$ cat src/rtl/instr_loader.sv
// -----------------------------------------------------------------------------
// instr_loader
//   Streams a program, one byte per accepted beat, into instruction memory.
//   Each load starts at a base address and tracks a byte count and an XOR
//   checksum. The CPU fetch logic is held while the memory image is invalid.
//   A load that runs past DEPTH is aborted and ends in a sticky error.
//
// Parameters
//   DEPTH          number of bytes in instruction memory (legal addresses
//                  are 0..DEPTH-1)
//
// Ports
//   i_clk          single clock, rising edge
//   i_reset        synchronous, active-high reset
//   i_load_start   one-cycle request to begin a load (ignored while loading)
//   i_load_base    first write address, sampled with i_load_start
//   i_in_valid     producer presents a program byte
//   i_in_data      program byte (opcode [7:4], operand [3:0])
//   i_in_last      marks the final byte of the program
//   o_in_ready     loader accepts a byte this cycle (LOAD state only)
//   o_mem_we       memory write strobe, one cycle per written byte
//   o_mem_addr     memory write address (holds when o_mem_we is low)
//   o_mem_wdata    memory write data (holds when o_mem_we is low)
//   o_cpu_hold     holds the fetch/PC logic in LOAD and ERR
//   o_start_pc     latched load base, the PC reset vector after a good load
//   o_byte_count   bytes written in the current/last load
//   o_checksum     XOR of the bytes written in the current/last load
//   o_done         last load completed cleanly (sticky)
//   o_error        last load overflowed DEPTH (sticky)
// -----------------------------------------------------------------------------
module instr_loader #(
  parameter int DEPTH = 256
) (
  input  logic        i_clk,
  input  logic        i_reset,
  input  logic        i_load_start,
  input  logic [15:0] i_load_base,
  input  logic        i_in_valid,
  input  logic [7:0]  i_in_data,
  input  logic        i_in_last,
  output logic        o_in_ready,
  output logic        o_mem_we,
  output logic [15:0] o_mem_addr,
  output logic [7:0]  o_mem_wdata,
  output logic        o_cpu_hold,
  output logic [15:0] o_start_pc,
  output logic [15:0] o_byte_count,
  output logic [7:0]  o_checksum,
  output logic        o_done,
  output logic        o_error
);

  typedef enum logic [1:0] {
    S_IDLE = 2'd0,
    S_LOAD = 2'd1,
    S_DONE = 2'd2,
    S_ERR  = 2'd3
  } state_t;

  // 17-bit limit so the pointer compare never truncates DEPTH.
  localparam logic [16:0] DEPTH_LIM = 17'(DEPTH);

  state_t      r_state;
  logic [15:0] r_wr_ptr;
  logic        r_mem_we;
  logic [15:0] r_mem_addr;
  logic [7:0]  r_mem_wdata;
  logic [15:0] r_start_pc;
  logic [15:0] r_byte_count;
  logic [7:0]  r_checksum;
  logic        r_done;
  logic        r_error;

  logic w_in_ready;
  logic w_accept;
  logic w_in_range;

  // Running XOR checksum update for one program byte.
  function automatic logic [7:0] f_xor_accum(input logic [7:0] acc, input logic [7:0] data);
    return acc ^ data;
  endfunction

  assign w_in_ready = (r_state == S_LOAD);
  assign w_accept   = i_in_valid & w_in_ready;
  assign w_in_range = ({1'b0, r_wr_ptr} < DEPTH_LIM);

  // Loader FSM together with the registered memory port and load status.
  always_ff @(posedge i_clk) begin
    if (i_reset) begin
      r_state      <= S_IDLE;
      r_wr_ptr     <= 16'd0;
      r_mem_we     <= 1'b0;
      r_mem_addr   <= 16'd0;
      r_mem_wdata  <= 8'd0;
      r_start_pc   <= 16'd0;
      r_byte_count <= 16'd0;
      r_checksum   <= 8'd0;
      r_done       <= 1'b0;
      r_error      <= 1'b0;
    end else begin
      // The strobe is a single-cycle pulse unless a new beat is written.
      r_mem_we <= 1'b0;
      case (r_state)
        S_IDLE, S_DONE, S_ERR: begin
          if (i_load_start) begin
            r_state      <= S_LOAD;
            r_wr_ptr     <= i_load_base;
            r_start_pc   <= i_load_base;
            r_byte_count <= 16'd0;
            r_checksum   <= 8'd0;
            r_done       <= 1'b0;
            r_error      <= 1'b0;
          end else begin
            r_state <= r_state;
          end
        end
        S_LOAD: begin
          // i_load_start is deliberately not looked at here.
          if (w_accept) begin
            if (w_in_range) begin
              r_mem_we     <= 1'b1;
              r_mem_addr   <= r_wr_ptr;
              r_mem_wdata  <= i_in_data;
              r_wr_ptr     <= r_wr_ptr + 16'd1;
              r_byte_count <= r_byte_count + 16'd1;
              r_checksum   <= f_xor_accum(r_checksum, i_in_data);
              if (i_in_last) begin
                r_state <= S_DONE;
                r_done  <= 1'b1;
              end else begin
                r_state <= S_LOAD;
              end
            end else begin
              // Overflow: byte dropped, counters frozen, regardless of last.
              r_state <= S_ERR;
              r_error <= 1'b1;
            end
          end else begin
            r_state <= S_LOAD;
          end
        end
        default: begin
          r_state <= S_IDLE;
        end
      endcase
    end
  end

  assign o_in_ready   = w_in_ready;
  assign o_cpu_hold   = (r_state == S_LOAD) || (r_state == S_ERR);
  assign o_mem_we     = r_mem_we;
  assign o_mem_addr   = r_mem_addr;
  assign o_mem_wdata  = r_mem_wdata;
  assign o_start_pc   = r_start_pc;
  assign o_byte_count = r_byte_count;
  assign o_checksum   = r_checksum;
  assign o_done       = r_done;
  assign o_error      = r_error;

endmodule
$ cat config.mk
export PLATFORM = sky130hd
export DESIGN_NAME = instr_loader
export DESIGN_NICKNAME = d
export VERILOG_FILES = /design/src/rtl/instr_loader.sv
export SDC_FILE = /design/constraint.sdc
export NUM_CORES = 1
export LEC_CHECK = 0
export CAP_MARGIN = 20
export CELL_PAD_IN_SITES_DETAIL_PLACEMENT = 1
export CELL_PAD_IN_SITES_GLOBAL_PLACEMENT = 1
export CORE_MARGIN = 4
export CORE_UTILIZATION = 37
export DETAILED_ROUTE_END_ITERATION = 6
export MAX_ROUTING_LAYER = met4
export PLACE_DENSITY = 0.87
export SLEW_MARGIN = 20
export SYNTH_ARGS = -nofsm -noshare
export SYNTH_HDL_FRONTEND = slang
export SYNTH_SLANG_ARGS = --single-unit
$ cat constraint.sdc
create_clock -name i_clk -period 2.8 [get_ports i_clk]
set_clock_uncertainty 0.2 [all_clocks]
set_input_delay 0.56 -clock i_clk [delete_from_list [all_inputs] [get_ports i_clk]]
set_output_delay 0.56 -clock i_clk [all_outputs]
set_load 0.05 [all_outputs]
# Word-level counts from Yosys, hierarchy flattened
# Index checks and enable logic that the tools add are counted.
# word_totals
word_cells	60
input_bits	29
regBits	85
# op_classes
eq_ne	8
reduce_logical	9
addsub	2
n_lt_le_gt_ge	1
bitwise_logic	4
mux	26
# ops
cell	n
$mux 16	6
$pmux 16 s2	2
$add 16x1->16 const B	2
$mux 8	3
$lt 16x9->1 const B	1
$pmux 8 s2	1
$reduce_and 3->1	3
$mux 2	4
$xor 8x8->8	1
$mux 1	7
$ne 2x2->1 const B	3
$reduce_or 3->1	2
$eq 2x2->1 const B	2
$ne 2x1->1 const B	2
$pmux 1 s2	2
$pmux 2 s2	1
$reduce_and 4->1	1
$eq 2x1->1 const B	1
$logic_not 2->1	1
$not 1->1	2
$reduce_and 2->1	1
$and 1x1->1	1
$logic_or 1x1->1	1

# Logic depth before layout (Yosys ltp)
# Gate-level depths: netlist of run 1.
# depth
word_depth	4
mapped_depth	7

# Least setup slack after synthesis of run 1
# OpenSTA, ideal clock, no wires.
# synth_path
path_type	register -> register
startpoint	reg r_byte_count[0] (netlist: o_byte_count[0])
endpoint	reg r_byte_count[10] (netlist: o_byte_count[10])
t_arrival_ps	1893
path_stages_with_launch	5
setup_time_ps	71
n_path_buf	0
slack_ps	637
cell_sequence	dfxtp_1 > ha_1 > nand4_1 > or4_1 > a21oi_1
# synth_via
elab_chain_cells	4
# synth_rtl
item	line	rtl
start: declaration	69	logic [15:0] r_byte_count;
start signal: assignment	125	r_byte_count <= r_byte_count + 16'd1;
$add 16x1->16	125	
$mux 16	120	if (w_in_range) begin
$mux 16	119	if (w_accept) begin
$pmux 16 s2	103	case (r_state)
# Every way passes these cells. The select of a mux whose other input is x is not followed.
# A chain may end at the register's enable or synchronous reset.

# Worst setup path after layout of run 1
# layout_path
startpoint	reg r_byte_count[2] (netlist: o_byte_count[2])
endpoint	out o_byte_count[2]
# layout_rtl
item	line	rtl
end: declaration	47	output logic [15:0] o_byte_count,
# No word-level cell between the ends.

==> out/qor.yml, run 1 <==
outcome:
  status: "finished clean"
power_and_ir_drop:
  p_leak_nw: 1.68
  irDropWorstVdd_uv: 294
  power_density_nw_per_um2: 571
logic_synthesis:
  synth_seq_cells: 85
  ys_types: 40
  synth_area_per_cell_um2: 8.31
  yosysSeqAreaShare_pct: 49.5
  synth_edf_count: 0
  synthFlopType: "dfxtp_1"
  synthesis.nets: 445
  synthCells: 414
  syn_area_um2: 3440
  async_flop_share_pct: 0
  yosys_warnings: 0
placement:
  dp_hpwl_mm: 7.73
  gp_congestion: 0.795
  port_buffers: 97
  dp_cells: 604
global_route:
  grt_pass1_vias: 3589
  grt_use_total_pct: 20.6
  overflow: 0
  grt_max_degree: 54
  grt_pass1_wl_mm: 18.0
  antenna_found_initial: 0
critical_path:
  reg2reg_depth: 5
  crit_chain: "clkdlybuf4s50_1"
  path_buf_inv: 1
  required_ns: 2.04
  reg2reg_from: "r_wr_ptr[8]$_SDFFE_PP0P_"
  regToRegEndpoint: "o_byte_count[9]$_SDFFE_PP0P_"
  worst-path-max-fanout: 6
  crit_family: "buffers and inverters"
  worstSetupPathType: "reg -> out"
  slowest_stage: "clkdlybuf4s50_1"
  crit_path_end_kind: "output pin"
  crit_path_start_kind: "flip-flop"
  slowest_delay_ns: 0.87
  worst-r2r-setup-slack_ns: 0.63
  arrival_ns: 1.69
hold_path:
  min_from: "o_mem_wdata[2]$_SDFFE_PP0P_"
  min_path_cells: 2
  hold_end: "o_mem_wdata[2]$_SDFFE_PP0P_"
  hp-class: "reg -> reg"
die:
  core_area_um2: 8890
  die_area_um2: 10900
  die-height_um: 104
  die_x_um: 104
  io-pin-count: 98
  start_util_pct: 38.7
  rows: 34
layout:
  antennaDiodeCount: 0
  final_util_pct: 53.7
  drive_gt1_share_pct: 7.63
  final_cell_count_no_fill: 619
  fin_nets: 538
  area_growth_syn_to_layout_pct: 38.7
clock_tree:
  hold_buffers: 0
  root_buffer: "clkbuf_8"
  cts_tree: "built"
  clk_latency_ns: 0.35
  cts.clk_slew.worst_paths_ns: 0.08
  cts_buffers: 9
  cts.sinks: 85
  clock_path_buffers: 2
  cts_resized: 0
  cts_max_level: 3
  postCtsSetupBuffers: 0
detailed_routing:
  ant_nets: 0
  drc: 0
  top_layer: "met4"
  via_per_inst: 5.46
  wl_per_cell_um: 17.4
  firstDrtPassIters: 4
  wl_met3_um: 420
  met1Wirelength_mm: 4.67
  first_iter_violations: 139
  dr_total_vias: 3382
  wl_met2_mm: 5.46
  drt-total-wl_mm: 10.8
timing:
  tightest_slew_ns: 0.547
  slew_headroom_pct: 63.4
  setup_tns_ns: 0
  finalCritPeriodShare_pct: 87.5
  final-max-slew-violation-count: 0
  rsz0062_at_grt: "false"
  finalHoldViolations: 0
  setup_violations: 0
  min_period_ns: 2.45
  fmax_mhz: 408
flow_run:
  cap_viol_max_count: 0
cell usage in the layout (no fill, tap or decap), types with 5 or more instances in the layout:
master / instances
a211oi_1: 5
a21oi_1: 69
and3_1: 9
buf_4: 12
clkbuf_8: 10
clkdlybuf4s50_1: 95
dfxtp_1: 85
inv_1: 12
nand2_1: 90
nand3_1: 10
nand4_1: 7
nor2_1: 13
o21ai_0: 16
o31ai_1: 10
or3_1: 9
or4_1: 13
per-layer routing:
layer,up-vias,GRT usage (%)
li1,1647,-
met1,1641,24.5
met2,74,34.5
met3,20,3.79
met4,0,8.17
met5,-,-
Yosys cell counts, types with 3 or more instances:
library cell	instances	area share (%)
a211oi_1	5	1.1
a21oi_1	69	10
a31o_2	3	0.76
and3_1	9	1.6
buf_2	4	0.58
clkbuf_1	22	2.4
dfxtp_1	85	49
inv_1	12	1.3
nand2_1	90	9.8
nand3_1	10	1.5
nand4_1	7	1.3
nor2_1	13	1.4
nor3_1	3	0.44
o21a_1	3	0.65
o21ai_0	16	2.3
o31ai_1	10	2.2
or3_1	9	1.6
or4_1	13	2.8
final cells by class:
type	instances	area [µm²]
clock buffers	11	141
clock inverters	4	72.6
fillers	1045	4120
inverters	12	45.0
multi-input cells	289	1590
flip-flops and latches	85	1700
well taps	108	135
repair buffers	110	1090
through the flow:
step / hold slack (ns) / power, mW / worst slack (ns) / cell area [µm²]
after floorplan: 0.243 / 1.60 / 0.637 / 3440
after global placement: 0.244 / 1.78 / 0.261 / 4560
after detailed placement: 0.250 / 1.79 / 0.139 / 4560
after CTS: 0.261 / 2.75 / 0.341 / 4770
after global routing: 0.282 / 2.84 / 0.304 / 4770
final: 0.258 / 2.73 / 0.350 / 4770
where the power goes:
part / internal (mW) / leakage (nW) / switching [mW]
registers: 1.26 / 0.691 / 0.0448
clock network: 0.521 / 0.105 / 0.438
logic: 0.174 / 0.884 / 0.293
total: 1.95 / 1.68 / 0.776
worst max path at each step:
stage                                       from                            end  cells after the start
floorplan           o_byte_count[0]$_SDFFE_PP0P_  o_byte_count[10]$_SDFFE_PP0P_                      4
global placement                      i_in_valid   o_byte_count[7]$_SDFFE_PP0P_                      6
detailed placement                    i_in_valid   o_byte_count[9]$_SDFFE_PP0P_                      6
CTS                 o_byte_count[2]$_SDFFE_PP0P_                o_byte_count[2]                      1
global route        o_byte_count[2]$_SDFFE_PP0P_                o_byte_count[2]                      1
finish              o_byte_count[2]$_SDFFE_PP0P_                o_byte_count[2]                      1
cells by family after synthesis:
| family | synth area share, % |
|---|---|
| AND/OR/NAND/NOR | 25.0 |
| flip-flops | 49.5 |
| AO/OA/AOI/OAI | 19.5 |
| adder cells (fa/ha/maj) | 0.727 |
| XOR/XNOR | 0.509 |
| multiplexers | 0.291 |
| buffers and inverters | 4.51 |
sequential cells by signal (all words and copies together) (netlist names):
| register | flops |
|---|---|
| o_error | 1 |
| o_done | 1 |
| r_state | 2 |
| o_mem_addr | 16 |
| o_mem_wdata | 8 |
| r_wr_ptr | 16 |
| o_byte_count | 16 |
| o_checksum | 8 |
| o_mem_we | 1 |
| o_start_pc | 16 |
Power figures use the tool's default switching activity.
==> inputs of run 2 (changes only) <==
CORE_UTILIZATION = 38   (was 37)
CTS_BUF_LIST = sky130_fd_sc_hd__clkbuf_4   (was unset)
PLACE_DENSITY = 0.89   (was 0.87)
SLEW_MARGIN = unset   (was 20)
==> out/qor.yml, run 2 (same netlist as run 1, synthesis figures left out) <==
critical_path:
  crit_family: "buffers and inverters"
  worstSetupPathType: "reg -> out"
  crit_path_start_kind: "flip-flop"
  slowest_delay_ns: 0.41
  reg2reg_depth: 5
  crit_chain: "nand2b_1 > inv_1 > buf_12"
  path_buf_inv: 2
  crit_path_end_kind: "output pin"
  slowest_stage: "nand2b_1"
  arrival_ns: 1.85
  required_ns: 2.04
  worst-path-max-fanout: 12
  cp.depth: 3
clock_tree:
  hold_buffers: 0
  cts.clk_slew.worst_paths_ns: 0.13
  clock_path_buffers: 2
  root_buffer: "clkbuf_4"
  cts_buffers: 9
  cts_tree: "built"
  cts_max_level: 3
  cts_resized: 0
  clk_latency_ns: 0.43
  cts.sinks: 85
  postCtsSetupBuffers: 0
placement:
  dp_hpwl_mm: 7.72
  port_buffers: 97
  place_worst_setup_slack_ns: 0.174
  dpl_cell_area_um2: 4550
  gp_congestion: 0.822
  dp_cells: 603
die:
  die-height_um: 103
  io-pin-count: 98
  die_x_um: 103
  start_util_pct: 39.3
  core_area_um2: 8760
  die_area_um2: 10600
  rows: 34
timing:
  tightest_slew_ns: 0.556
  finalCritPeriodShare_pct: 93.1
  min_period_ns: 2.61
  final-max-slew-violation-count: 0
  setup_tns_ns: 0
  setup_slack_ns: 0.193
  fmax_mhz: 384
  finalHoldViolations: 0
  setup_violations: 0
  slew_headroom_pct: 62.8
  rsz0062_at_grt: "false"
  holdWs_ns: 0.268
detailed_routing:
  met1Wirelength_mm: 4.41
  firstDrtPassIters: 4
  first_iter_violations: 127
  dr_total_vias: 3416
  top_layer: "met4"
  drc: 0
  via_per_inst: 5.52
  drt-total-wl_mm: 10.4
  ant_nets: 0
  wl_met3_um: 524
  wl_per_cell_um: 16.9
  wl_met2_mm: 5.21
power_and_ir_drop:
  fin_total_pwr_mw: 2.37
  power_density_nw_per_um2: 508
  p_leak_nw: 1.63
  irDropWorstVdd_uv: 270
global_route:
  overflow: 0
  grt_max_degree: 54
  antenna_found_initial: 0
  grt_pass1_wl_mm: 17.1
  grt_use_total_pct: 20.9
  grt_pass1_vias: 3505
flow_run:
  cap_viol_max_count: 0
layout:
  mostFrequentLayoutCell: "clkdlybuf4s50_1"
  antennaDiodeCount: 0
  drive_gt1_share_pct: 7.44
  fin_nets: 537
  area_growth_syn_to_layout_pct: 35.5
  final_cell_mix: "clkdlybuf4s50_1, nand2_1, dfxtp_1, a21oi_1, o21ai_0"
  fin_area_um2: 4660
  final_cell_count_no_fill: 619
  fill_cells: 1064
  final_util_pct: 53.2
outcome:
  status: "finished clean"
hold_path:
  hp-class: "reg -> reg"
  min_path_cells: 2
-- run 2: cell count changes in the layout (fill, tap and decap cells not counted) --
cell and change:
buf_4 -1, bufinv_16 -2, clkbuf_1 -1, clkbuf_4 +11, clkbuf_8 -10, clkinv_1 +2
clkinvlp_4 +1
-- run 2: layer usage --
metal	vias up	track usage, %
met5	-	-
met4	0	8.67
met3	23	3.45
met2	95	34.1
met1	1653	25.6
li1	1645	-
-- run 2: path summary, 6_finish.rpt --
check                                endpoint  slack [ns]                        start
setup reg to reg     r_wr_ptr[8]$_SDFFE_PP0P_        0.61      r_state[1]$_SDFFE_PP0P_
hold reg to reg   o_mem_wdata[6]$_SDFFE_PP0P_        0.27  o_mem_wdata[6]$_SDFFE_PP0P_
hold / removal    o_mem_wdata[6]$_SDFFE_PP0P_        0.27  o_mem_wdata[6]$_SDFFE_PP0P_
setup / recovery                   o_in_ready        0.19      r_state[1]$_SDFFE_PP0P_
-- run 2: cell type report --
class                           instances  area [µm²]  share of cell area (%)
Sequential cell                        85        1700                    36.5
Multi-Input combinational cell        289        1590                    34.1
Timing Repair Buffer                  109        1080                    23.1
Tap cell                              108         135                    2.90
Clock buffer                           11        82.6                    1.77
Inverter                               12        45.0                   0.966
Clock inverter                          5        27.5                   0.590
-- run 2: tightest hold or removal path, stage by stage, from the launching register on --
cell and delay, ns:
dfxtp_1 0.33, nand2_1 0.05, a21oi_1 0.05
-- run 2: power by group --
group	total [mW]	internal, mW	switching [mW]
clock	0.600	0.196	0.405
combinational	0.467	0.173	0.294
sequential	1.30	1.26	0.0452
total	2.37	1.63	0.744
